`config.mk`:
```
export PLATFORM = sky130hd
export DESIGN_NAME = store_buffer_flat
export DESIGN_NICKNAME = d
export VERILOG_FILES = /design/src/rtl/store_buffer_if.sv /design/src/rtl/store_buffer.sv /design/src/flat_wrapper.sv
export SDC_FILE = /design/constraint.sdc
export NUM_CORES = 1
export LEC_CHECK = 0
export BUFFER_PORTS_ARGS = -buffer_cell sky130_fd_sc_hd__buf_2
export CAP_MARGIN = 20
export CELL_PAD_IN_SITES_DETAIL_PLACEMENT = 1
export CELL_PAD_IN_SITES_GLOBAL_PLACEMENT = 1
export CORE_ASPECT_RATIO = 0.5
export CORE_UTILIZATION = 36
export DETAILED_ROUTE_END_ITERATION = 10
export PLACE_DENSITY_LB_ADDON = 0.08
export SKIP_LAST_GASP = 1
export SYNTH_ARGS = -nofsm -noshare
export SYNTH_HDL_FRONTEND = slang
export SYNTH_SLANG_ARGS = --single-unit
```
`constraint.sdc`:
```
create_clock -name clk -period 4.3 [get_ports clk]
set_input_delay 0.43 -clock clk [delete_from_list [all_inputs] [get_ports clk]]
set_output_delay 0.43 -clock clk [all_outputs]
set_load 0.02 [all_outputs]
```
`src/rtl/store_buffer_if.sv`:
```
// Store buffer bus: MEM-stage store port, data RAM write port, and
// load hazard probe, bundled for a single module port.
interface store_buffer_if #(
  parameter int DEPTH = 4
);
  localparam int CW = $clog2(DEPTH) + 1;

  logic          st_valid;
  logic          st_ready;
  logic [31:0]   st_addr;
  logic [3:0]    st_sel;
  logic [31:0]   st_data;
  logic          st_addr_err;
  logic          ram_req;
  logic [31:0]   ram_addr;
  logic [3:0]    ram_wstrb;
  logic [31:0]   ram_wdata;
  logic          ram_ack;
  logic [31:0]   ld_addr;
  logic          ld_hit;
  logic          buf_empty;
  logic [CW-1:0] buf_count;

  modport master (
    output st_valid, st_addr, st_sel, st_data,
    output ram_ack, ld_addr,
    input  st_ready, st_addr_err,
    input  ram_req, ram_addr, ram_wstrb, ram_wdata,
    input  ld_hit, buf_empty, buf_count
  );

  modport slave (
    input  st_valid, st_addr, st_sel, st_data,
    input  ram_ack, ld_addr,
    output st_ready, st_addr_err,
    output ram_req, ram_addr, ram_wstrb, ram_wdata,
    output ld_hit, buf_empty, buf_count
  );
endinterface

```
`src/rtl/store_buffer.sv`:
```
// FIFO store buffer: aligns MEM-stage stores into byte lanes, queues
// them and drains one per RAM ack; flags loads that hit a queued word.
module store_buffer #(
  parameter int DEPTH = 4
) (
  input logic           clk,
  input logic           resetn,
  store_buffer_if.slave bus
);
  localparam int AW = $clog2(DEPTH);
  localparam int CW = AW + 1;
  localparam logic [CW-1:0] FULL = CW'(DEPTH);

  typedef enum logic {
    IDLE,
    SEND
  } state_t;

  state_t state, state_nx;

  logic [29:0]      ent_addr [DEPTH];
  logic [3:0]       ent_strb [DEPTH];
  logic [31:0]      ent_data [DEPTH];
  logic [DEPTH-1:0] ent_vld;

  logic [AW-1:0] wptr, rptr;
  logic [CW-1:0] count, count_nx;

  logic        legal;
  logic [3:0]  strb;
  logic [31:0] wdata;
  logic        accept, push, pop;
  logic        err_q, hit;

  always_comb begin
    legal = 1'b0;
    strb  = 4'b0000;
    wdata = bus.st_data;
    unique case (1'b1)
      (bus.st_sel == 4'b0001): begin
        legal = 1'b1;
        strb  = 4'b0001 << bus.st_addr[1:0];
        wdata = {4{bus.st_data[7:0]}};
      end
      (bus.st_sel == 4'b0011): begin
        legal = ~bus.st_addr[0];
        strb  = bus.st_addr[1] ? 4'b1100 : 4'b0011;
        wdata = {2{bus.st_data[15:0]}};
      end
      (bus.st_sel == 4'b1111): begin
        legal = (bus.st_addr[1:0] == 2'b00);
        strb  = 4'b1111;
      end
      default: ;
    endcase
  end

  assign accept   = bus.st_valid & bus.st_ready;
  assign push     = accept & legal;
  assign pop      = (state == SEND) & bus.ram_ack;
  assign count_nx = count + CW'(push) - CW'(pop);

  // Enqueue looks at the post-edge count so a store into an
  // empty buffer is presented to RAM in the very next cycle.
  always_comb begin
    state_nx = state;
    unique case (state)
      IDLE:    if (count_nx != '0) state_nx = SEND;
      SEND:    if (count_nx == '0) state_nx = IDLE;
      default: state_nx = IDLE;
    endcase
  end

  always_ff @(posedge clk) begin
    if (!resetn) begin
      state   <= IDLE;
      wptr    <= '0;
      rptr    <= '0;
      count   <= '0;
      ent_vld <= '0;
      err_q   <= 1'b0;
    end else begin
      state <= state_nx;
      count <= count_nx;
      err_q <= accept & ~legal;
      if (pop) begin
        ent_vld[rptr] <= 1'b0;
        rptr          <= rptr + 1'b1;
      end
      if (push) begin
        ent_vld[wptr] <= 1'b1;
        wptr          <= wptr + 1'b1;
      end
    end
  end

  always_ff @(posedge clk) begin
    if (push) begin
      ent_addr[wptr] <= bus.st_addr[31:2];
      ent_strb[wptr] <= strb;
      ent_data[wptr] <= wdata;
    end
  end

  always_comb begin
    hit = 1'b0;
    for (int i = 0; i < DEPTH; i++) begin
      if (ent_vld[i] && ent_addr[i] == bus.ld_addr[31:2]) hit = 1'b1;
    end
  end

  assign bus.st_ready    = (count < FULL);
  assign bus.st_addr_err = err_q;
  assign bus.ram_req     = (state == SEND);
  assign bus.ram_addr    = bus.ram_req ? {ent_addr[rptr], 2'b00} : '0;
  assign bus.ram_wstrb   = bus.ram_req ? ent_strb[rptr] : '0;
  assign bus.ram_wdata   = bus.ram_req ? ent_data[rptr] : '0;
  assign bus.ld_hit      = hit;
  assign bus.buf_empty   = (count == '0);
  assign bus.buf_count   = count;
endmodule

```
`src/flat_wrapper.sv`:
```
// flat-port wrapper written by rule: the top's interface ports become plain ports
module store_buffer_flat 
#(
  parameter int DEPTH = 4
)
  (clk, resetn, bus_st_valid, bus_st_addr, bus_st_sel, bus_st_data, bus_ram_ack, bus_ld_addr, bus_st_ready, bus_st_addr_err, bus_ram_req, bus_ram_addr, bus_ram_wstrb, bus_ram_wdata, bus_ld_hit, bus_buf_empty, bus_buf_count);
  store_buffer_if #(.DEPTH(DEPTH)) bus_i ();
  input logic clk;
  input logic resetn;
  input wire logic [$bits(bus_i.st_valid)-1:0] bus_st_valid;
  input wire logic [$bits(bus_i.st_addr)-1:0] bus_st_addr;
  input wire logic [$bits(bus_i.st_sel)-1:0] bus_st_sel;
  input wire logic [$bits(bus_i.st_data)-1:0] bus_st_data;
  input wire logic [$bits(bus_i.ram_ack)-1:0] bus_ram_ack;
  input wire logic [$bits(bus_i.ld_addr)-1:0] bus_ld_addr;
  output wire logic [$bits(bus_i.st_ready)-1:0] bus_st_ready;
  output wire logic [$bits(bus_i.st_addr_err)-1:0] bus_st_addr_err;
  output wire logic [$bits(bus_i.ram_req)-1:0] bus_ram_req;
  output wire logic [$bits(bus_i.ram_addr)-1:0] bus_ram_addr;
  output wire logic [$bits(bus_i.ram_wstrb)-1:0] bus_ram_wstrb;
  output wire logic [$bits(bus_i.ram_wdata)-1:0] bus_ram_wdata;
  output wire logic [$bits(bus_i.ld_hit)-1:0] bus_ld_hit;
  output wire logic [$bits(bus_i.buf_empty)-1:0] bus_buf_empty;
  output wire logic [$bits(bus_i.buf_count)-1:0] bus_buf_count;
  assign bus_i.st_valid = bus_st_valid;
  assign bus_i.st_addr = bus_st_addr;
  assign bus_i.st_sel = bus_st_sel;
  assign bus_i.st_data = bus_st_data;
  assign bus_i.ram_ack = bus_ram_ack;
  assign bus_i.ld_addr = bus_ld_addr;
  assign bus_st_ready = bus_i.st_ready;
  assign bus_st_addr_err = bus_i.st_addr_err;
  assign bus_ram_req = bus_i.ram_req;
  assign bus_ram_addr = bus_i.ram_addr;
  assign bus_ram_wstrb = bus_i.ram_wstrb;
  assign bus_ram_wdata = bus_i.ram_wdata;
  assign bus_ld_hit = bus_i.ld_hit;
  assign bus_buf_empty = bus_i.buf_empty;
  assign bus_buf_count = bus_i.buf_count;
  store_buffer #(.DEPTH(DEPTH)) u_core (.clk(clk), .resetn(resetn), .bus(bus_i));
endmodule
```
==> impl_metrics.env, run 1 <==
export IMPL_cellPowerDensity_nw_per_um2=463.9
export IMPL_multi_input_area_um2=4063
export IMPL_pwr_share_comb=0.202
export IMPL_power_leakage_uw=0.005022
export IMPL_slew_headroom=0.3366
export IMPL_endpoint_kind="output port"
export IMPL_synth_seq_cells=279
export IMPL_period_minus_slack_ps=3154
export IMPL_path_delay_family="flip-flops"
export IMPL_setup_viol=0
export IMPL_hold_start="bus_st_addr[19]"
export IMPL_drc=0
export IMPL_dr_pass1_iters=4
export IMPL_coreArea_um2=33580
export IMPL_cts_resized=0
export IMPL_clkTransAtPathRegs_ps=60
export IMPL_grt_ovfl_total=0
export IMPL_internal_power_uw=4941
export IMPL_ys_types=36
export IMPL_rows=47
export IMPL_crit_buf_inv=2
export IMPL_holdBufCountCts=0
export IMPL_layout_cells_non_filler=1391
export IMPL_grt_pass1_vias=7638
export IMPL_grt_pass1_wl_um=48450
export IMPL_pwr_share_clk=0.345
export IMPL_numPortBuffers=175
export IMPL_final_area_um2=14800
export IMPL_place_area_um2=13940
export IMPL_crit_chain="buf_4 > mux4_2 > and2_1 > buf_2"
export IMPL_post_place_cells=1340
export IMPL_hold_depth=1
export IMPL_max_stage_delay_ps=850
export IMPL_syn_cell_area_um2=12490
export IMPL_cts_setup_buffers=0
export IMPL_ys_seq_area_frac=0.6589
export IMPL_place_ws_ps=1363
export IMPL_grt_usage=0.1865
export IMPL_crit_slowest_cell="dfxtp_4"
export IMPL_timing_rr_start="u_core.bus.ram_req"
export IMPL_start_util=0.3719
export IMPL_synth_edff_count=264
export IMPL_root_buffer="clkbuf_16"
export IMPL_post_route_period_util=0.7335
export IMPL_num_vias=6842
export IMPL_switchingPower_uw=1927
export IMPL_clock_path_buffers=3
export IMPL_fill_cells=3313
export IMPL_syn_inst=728
export IMPL_routedWlPerCell_um=23.42
export IMPL_final_setup_worst_slack_ps=1146
export IMPL_seqCellArea_um2=8237
export IMPL_synth_warnings=0
export IMPL_drive_gt1_frac=0.3452
export IMPL_critPathMaxFanout=33
export IMPL_r2r_end="u_core.bus.ram_req"
export IMPL_area_delta_synth_final_pct=18.56
export IMPL_crit_arrival_ps=2720
export IMPL_synthFlopType="edfxtp_1"
export IMPL_place_congestion=0.7876
export IMPL_post_dp_hpwl_um=21730
export IMPL_die_area_um2=35480
export IMPL_grt_max_degree=68
export IMPL_routed_wl_um=32570
export IMPL_clock_sinks=279
export IMPL_slew_viol_final=0
export IMPL_ant_nets=0
export IMPL_r2r_setup_slack_ps=2130
export IMPL_htreeDepth=1
export IMPL_outcome="finished clean"
export IMPL_whs_ps=97.27
export IMPL_synthArstFlopShare=0
export IMPL_skew_ps=5.415
export IMPL_die_h_um=133.7
export IMPL_switching_share=0.2806
export IMPL_finalHoldViolCount=0
export IMPL_cts_buffers=27
export IMPL_antenna_found_initial=3
export IMPL_cts_tree="done"
export IMPL_rsz0062_at_grt="false"
export IMPL_clock_latency_ps=540
export IMPL_hold_path_class="in2reg"
export IMPL_vias_per_cell=4.919
export IMPL_cp_required_ps=3870
export IMPL_fp_dieW_um=265.4
export IMPL_p_seq_frac=0.453
export IMPL_first_iter_violations=393
export IMPL_worstMarginPinSlew_ps=991.9
export IMPL_min_delay_worst_endpoint="u_core.ent_addr[3][17]"
export IMPL_start_kind="flip-flop"
export IMPL_syn_avg_cell_area_um2=17.15
export IMPL_finalNetCount=1019
export IMPL_cap_violations=0
export IMPL_reg2regPathDepth=8
export IMPL_path_class="reg2out"
export IMPL_ir_drop_mv=0.2707
export IMPL_fin_tns_setup_ps=0
export IMPL_fmax_mhz=317.1
export IMPL_boundaryPins=180
==> cells in the mapped netlist, types with 2 or more instances <==
cell / count / area, µm²
mux2i_1: 10 / 100.1
nor4_1: 16 / 100.1
nor2_1: 10 / 37.54
dfxtp_1: 15 / 300.3
nor3_1: 2 / 10.01
edfxtp_1: 264 / 7928
nand4_1: 25 / 156.4
a21boi_0: 4 / 30.03
and2_1: 77 / 481.7
xnor2_1: 80 / 700.7
mux2_2: 16 / 180.2
inv_1: 9 / 33.78
nor2b_1: 3 / 18.77
a21oi_1: 13 / 65.06
buf_4: 3 / 22.52
buf_1: 5 / 18.77
o21a_1: 4 / 30.03
xor2_1: 44 / 385.4
mux4_2: 66 / 1486
clkbuf_1: 26 / 97.59
nand2_1: 5 / 18.77
buf_2: 8 / 40.04
ha_1: 10 / 125.1
==> worst max path at each step <==
stage                        from                     end  slack, ps  cells after the start
finish                  flip-flop       bus_ram_wdata[27]       1150                      4
global route            flip-flop       bus_ram_wdata[14]        950                      4
CTS                     flip-flop       bus_ram_wdata[27]       1000                      4
detailed placement  bus_st_sel[1]  u_core.ent_data[1][13]       1360                      6
global placement    bus_st_sel[1]  u_core.ent_data[1][21]       1360                      6
floorplan           bus_st_sel[1]   u_core.ent_addr[0][0]       1180                      4
==> sequential cells by signal, indices dropped and copies added, names as in the netlist, named ones only <==
name and count:
u_core.wptr 2, u_core.ent_addr 120, u_core.bus.ram_req 1, u_core.ent_strb 16
u_core.ent_vld 4, u_core.rptr 2, u_core.bus.buf_count 3, u_core.bus.st_addr_err 1
u_core.ent_data 128
==> routing by layer <==
layer / track usage / wire length, µm / vias to the layer above
met5: 0 / 13 / -
met4: 0.03051 / 494 / 2
met3: 0.03087 / 1194 / 40
met2: 0.3306 / 16420 / 122
met1: 0.2447 / 14450 / 3543
li1: - / - / 3135
==> cell type report <==
cell class / instances / area share
Sequential cell: 279 / 0.5564
Multi-Input combinational cell: 398 / 0.2744
Timing Repair Buffer: 188 / 0.06913
Clock buffer: 30 / 0.04640
Tap cell: 465 / 0.03930
Clock inverter: 19 / 0.01149
Inverter: 10 / 0.002535
Antenna cell: 2 / 0.0003381
==> metrics by stage <==
step	utilization	total power, µW
after floorplan	-	4074
after global placement	0.4152	4585
after detailed placement	0.4152	4603
after CTS	0.4407	6970
after global routing	0.4408	7156
final	0.4409	6868
==> layout by cell type (no fill, tap or decap), drive strengths merged, types with 5 or more instances in the layout <==
master  count
mux2       16
dfxtp      15
mux4       66
xnor2      80
nand2       5
edfxtp    264
clkbuf     30
nor2       10
buf       188
clkinv     14
mux2i      10
nor4       17
inv        12
xor2       44
and2       77
ha         10
a21oi      14
nand4      25
==> logic make-up after synthesis <==
family,share of synthesized area
AOI/OAI and AO/OA,0.01303
xor gates and xnor gates,0.08697
adders and majority gates,0.01162
buffers and inverters,0.01733
DFF,0.6589
muxes,0.1415
other,0.0003003
and+or+nand+nor,0.07034
==> power by group through the flow <==
stage,Combinational [µW],Clock (µW),Sequential [µW]
after CTS,1430,2420,3120
final,1390,2370,3110
after global routing,1510,2530,3120
after global placement,1410,0,3180
after detailed placement,1430,0,3180
after floorplan,956,0,3120
(Power assumes the default switching activity.)
==> inputs of run 2 (changes only) <==
- clock period: 4.3 -> 2.55 ns (I/O delays scaled with it)
==> impl_metrics.env, run 2 (synthesis results as in run 1) <==
export IMPL_slew_viol_final=0
export IMPL_drive_gt1_frac=0.3540
export IMPL_grt_pass1_wl_um=48850
export IMPL_drc=0
export IMPL_finalHoldViolCount=0
export IMPL_top_register="u_core.ent_data"
export IMPL_power_leakage_uw=0.005269
export IMPL_max_stage_delay_ps=440
export IMPL_final_common_cell="edfxtp_1"
export IMPL_grt_max_degree=68
export IMPL_critPathMaxFanout=2
export IMPL_clock_latency_ps=550
export IMPL_coreArea_um2=33580
export IMPL_fmax_mhz=405.9
export IMPL_crit_slowest_cell="edfxtp_1"
export IMPL_fin_tns_setup_ps=0
export IMPL_fp_dieW_um=265.4
export IMPL_cap_violations=0
export IMPL_place_congestion=0.7883
export IMPL_first_iter_violations=302
export IMPL_post_route_period_util=0.9661
export IMPL_dr_pass1_iters=4
export IMPL_outcome="finished clean"
export IMPL_largest_reg_flops=128
export IMPL_crit_arrival_ps=2210
export IMPL_post_route_util=0.4588
export IMPL_place_ws_ps=238.9
export IMPL_die_area_um2=35480
export IMPL_htreeDepth=1
export IMPL_crit_chain="xnor2_2 > nand4_1 > nor4_2 > nand4_1 > nand4_1 > buf_2"
export IMPL_clock_path_buffers=3
export IMPL_final_setup_worst_slack_ps=86.55
export IMPL_cts_setup_buffers=0
export IMPL_ant_nets=0
export IMPL_crit_buf_inv=1
export IMPL_grt_pass1_vias=7724
export IMPL_whs_ps=23.72
export IMPL_vias_per_cell=4.884
export IMPL_antenna_found_initial=3
export IMPL_numPortBuffers=175
export IMPL_seqCellArea_um2=8234
export IMPL_crit_top_cell="nand4_1"
export IMPL_boundaryPins=180
export IMPL_rows=47
export IMPL_routed_wl_um=32850
export IMPL_hold_path_class="in2reg"
export IMPL_fill_cells=3274
export IMPL_num_vias=7003
export IMPL_finalPower_uw=11560
export IMPL_timing_rr_start="u_core.bus.ram_req"
export IMPL_largestRegisters="u_core.ent_data (128), u_core.ent_addr (120), u_core.ent_strb (16)"
export IMPL_routedWlPerCell_um=22.91
export IMPL_rsz0062_at_grt="true"
export IMPL_setup_viol=0
export IMPL_die_h_um=133.7
export IMPL_crit_path_start="u_core.ent_addr[1][14]"
export IMPL_cts_tree="done"
export IMPL_worstMarginPinSlew_ps=714.3
export IMPL_period_minus_slack_ps=2463
export IMPL_multi_input_area_um2=4187
export IMPL_grt_ovfl_total=0
export IMPL_skew_ps=8.824
export IMPL_cp_required_ps=2300
export IMPL_start_kind="flip-flop"
export IMPL_final_cell_mix="edfxtp_1 (264), buf_2 (175), and2_1 (73)"
export IMPL_start_util=0.3719
export IMPL_grt_usage=0.1881
export IMPL_finalNetCount=1061
export IMPL_area_delta_synth_final_pct=23.37
export IMPL_path_delay_family="simple AND/OR/NAND/NOR gates"
export IMPL_clkTransAtPathRegs_ps=70
export IMPL_cellPowerDensity_nw_per_um2=750.4
export IMPL_root_buffer="clkbuf_16"
export IMPL_path_class="reg2out"
export IMPL_ir_drop_mv=0.4292
export IMPL_endpoint_kind="output port"
export IMPL_cts_buffers=27
export IMPL_hold_start="bus_st_data[1]"
export IMPL_post_dp_hpwl_um=21500
export IMPL_clock_sinks=279
export IMPL_slew_headroom=0.5238
## run 2: cell count changes in the layout (fill, tap and decap cells not counted), moves of 2 or more
cell           change
clkinv_4           +2
clkinvlp_4         +4
buf_16             +2
nor4_1             -4
clkinv_1           -3
xnor2_2           +12
buf_12             +5
dlygate4sd3_1     +37
bufinv_16          -2
buf_4              -2
nor4_2             +3
xnor2_1           -12
## run 2: timing repair
item | in CTS | in global routing
hold endpoints to repair | 148 | 0
gates resized for setup | 5 | 14
hold buffers | 37 | 0
endpoints found under the setup margin | 14 | 19
gates cloned | 1 | 0
## run 2: through the flow
stage	instances	area, µm²
floorplan	729	12500
global placement	1344	14040
detailed placement	1344	14040
CTS	1431	15310
global route	1431	15400
finish	1434	15400
## run 2: final timing paths
path | slack, ps | end | cells after the start
worst max-delay path | 90 | bus_ld_hit | 6
worst min-delay path | 20 | u_core.ent_data[0][1] | 1
worst max register to register | 470 | u_core.bus.ram_req | 8
worst min register to register | 590 | flip-flop | 2
## run 2: area by class of cell
type	instances	share of cell area
sequential	279	0.5345
multi-input combinational	398	0.2718
timing repair buffer	230	0.09958
clock buffer	31	0.04483
tap	465	0.03777
clock inverter	18	0.008609
inverter	10	0.002437
antenna	3	0.0004873
## run 2: power by group
part           internal [µW]  total (µW)  switching, µW
combinational           1100        2570           1470
sequential              5090        5150           55.7
clock                   2060        3840           1780
total                   8250       11600           3310
## run 2: worst reg2reg max path: cells and delay by family (launching register included)
kind                     cells  cell delay [ps]
XOR/XNOR                     2              290
AO/OA/AOI/OAI                1              240
flip-flops                   1              330
buffers and inverters        1               50
AND/OR/NAND/NOR              1              170
adder cells (fa/ha/maj)      3              880
## run 2: layer usage
metal / track usage / vias up / part of all wire
li1: - / 3222 / -
met5: 0 / - / 0.00040
met4: 0.03276 / 2 / 0.014
met2: 0.3281 / 119 / 0.50
met1: 0.2482 / 3623 / 0.45
met3: 0.03475 / 37 / 0.037
==> inputs of run 3 (changes only) <==
- MAX_ROUTING_LAYER: unset -> met4
==> impl_metrics.env, run 3 (synthesis results as in run 1) <==
export IMPL_outcome="finished clean"
export IMPL_hold_start="bus_st_data[1]"
export IMPL_finalHoldViolCount=0
export IMPL_hold_path_class="in2reg"
export IMPL_period_minus_slack_ps=2498
export IMPL_place_congestion=0.7993
export IMPL_cts_setup_buffers=0
export IMPL_die_h_um=133.7
export IMPL_slew_headroom=0.5337
export IMPL_start_util=0.3719
export IMPL_final_cell_mix="edfxtp_1 (264), buf_2 (175), and2_1 (73)"
export IMPL_antenna_found_initial=3
export IMPL_grt_ovfl_total=0
export IMPL_endpoint_kind="output port"
export IMPL_boundaryPins=180
export IMPL_clkTransAtPathRegs_ps=70
export IMPL_critPathMaxFanout=2
export IMPL_clock_path_buffers=3
export IMPL_cp_required_ps=2300
export IMPL_seqCellArea_um2=8234
export IMPL_multi_input_area_um2=4187
export IMPL_num_vias=6992
export IMPL_first_iter_violations=263
export IMPL_fin_tns_setup_ps=0
export IMPL_post_route_period_util=0.9795
export IMPL_rsz0062_at_grt="true"
export IMPL_vias_per_cell=4.869
export IMPL_die_area_um2=35480
export IMPL_cap_violations=0
export IMPL_path_class="reg2out"
export IMPL_clock_latency_ps=550
export IMPL_path_delay_family="simple AND/OR/NAND/NOR gates"
export IMPL_largest_reg_flops=128
export IMPL_finalNetCount=1061
export IMPL_place_ws_ps=238.9
export IMPL_root_buffer="clkbuf_16"
export IMPL_max_stage_delay_ps=570
export IMPL_fp_dieW_um=265.4
export IMPL_worstMarginPinSlew_ps=699.4
export IMPL_cellPowerDensity_nw_per_um2=749.2
export IMPL_ir_drop_mv=0.4289
export IMPL_fill_cells=3275
export IMPL_routed_wl_um=32830
export IMPL_drive_gt1_frac=0.3540
export IMPL_cts_tree="done"
export IMPL_cts_buffers=27
export IMPL_timing_rr_start="u_core.bus.ram_req"
export IMPL_coreArea_um2=33580
export IMPL_area_delta_synth_final_pct=23.41
export IMPL_setup_viol=0
export IMPL_grt_usage=0.1939
export IMPL_fmax_mhz=400.3
export IMPL_start_kind="flip-flop"
export IMPL_crit_top_cell="nand4_1"
export IMPL_crit_path_start="u_core.ent_addr[1][15]"
export IMPL_post_route_util=0.4589
export IMPL_final_common_cell="edfxtp_1"
export IMPL_grt_pass1_wl_um=48820
export IMPL_grt_max_degree=68
export IMPL_largestRegisters="u_core.ent_data (128), u_core.ent_addr (120), u_core.ent_strb (16)"
export IMPL_clock_sinks=279
export IMPL_post_dp_hpwl_um=21500
export IMPL_rows=47
export IMPL_skew_ps=8.254
export IMPL_final_setup_worst_slack_ps=52.18
export IMPL_crit_chain="xor2_1 > nor4_1 > nand4_1 > nand4_1 > buf_2"
export IMPL_whs_ps=37.68
export IMPL_slew_viol_final=0
export IMPL_numPortBuffers=175
export IMPL_power_leakage_uw=0.005269
export IMPL_crit_arrival_ps=2240
export IMPL_grt_pass1_vias=7711
export IMPL_drc=0
export IMPL_ant_nets=0
export IMPL_dr_pass1_iters=4
export IMPL_crit_slowest_cell="nor4_1"
export IMPL_crit_buf_inv=1
export IMPL_htreeDepth=1
export IMPL_routedWlPerCell_um=22.86
export IMPL_top_register="u_core.ent_data"
[run 3: changes by cell type in the layout (fill, tap and decap cells not counted), sizes merged]
| cell | previous run | this run |
|---|---|---|
| diode | 3 | 5 |
[run 3: repair_timing]
item                       CTS  global route
hold endpoints to repair   148             0
hold buffers                37             0
gates cloned                 1             0
setup endpoints to repair   14            16
resized for setup            5            14
pin swaps                    0             0
[run 3: layout make-up]
cell class,instances,area share
flip-flops and latches,279,0.5343
multi-input cells,398,0.2717
repair buffers,230,0.09955
clock buffers,31,0.04482
well taps,465,0.03776
clock inverters,18,0.008607
inverters,10,0.002436
diodes,5,0.0008120
[run 3: final timing paths]
| kind | endpoint | slack [ps] | cells after the start |
|---|---|---|---|
| max | bus_ld_hit | 50 | 5 |
| min | u_core.ent_data[2][1] | 40 | 1 |
| max reg2reg | u_core.bus.ram_req | 470 | 8 |
| min reg2reg | flip-flop | 590 | 2 |
[run 3: report_power, final]
group / total (µW) / internal, µW / switching [µW] / leakage (µW)
clock network: 3830 / 2060 / 1770 / 0.000391
logic: 2570 / 1100 / 1460 / 0.00238
registers: 5150 / 5090 / 56.1 / 0.00250
[run 3: layer usage]
metal,global-route usage,share of wire
met4,0.03276,0.014
met2,0.3269,0.50
met5,-,0
met3,0.03401,0.038
met1,0.2493,0.45
[run 3: stage by stage]
step           instance area [µm²]  total power [µW]  cells
2_1_floorplan                12500              6868    729
3_3_place_gp                 14040              7754   1344
5_1_grt                      15400             12050   1434
6_report                     15410             11550   1436
4_1_cts                      15310             11750   1431
3_5_place_dp                 14040              7789   1344
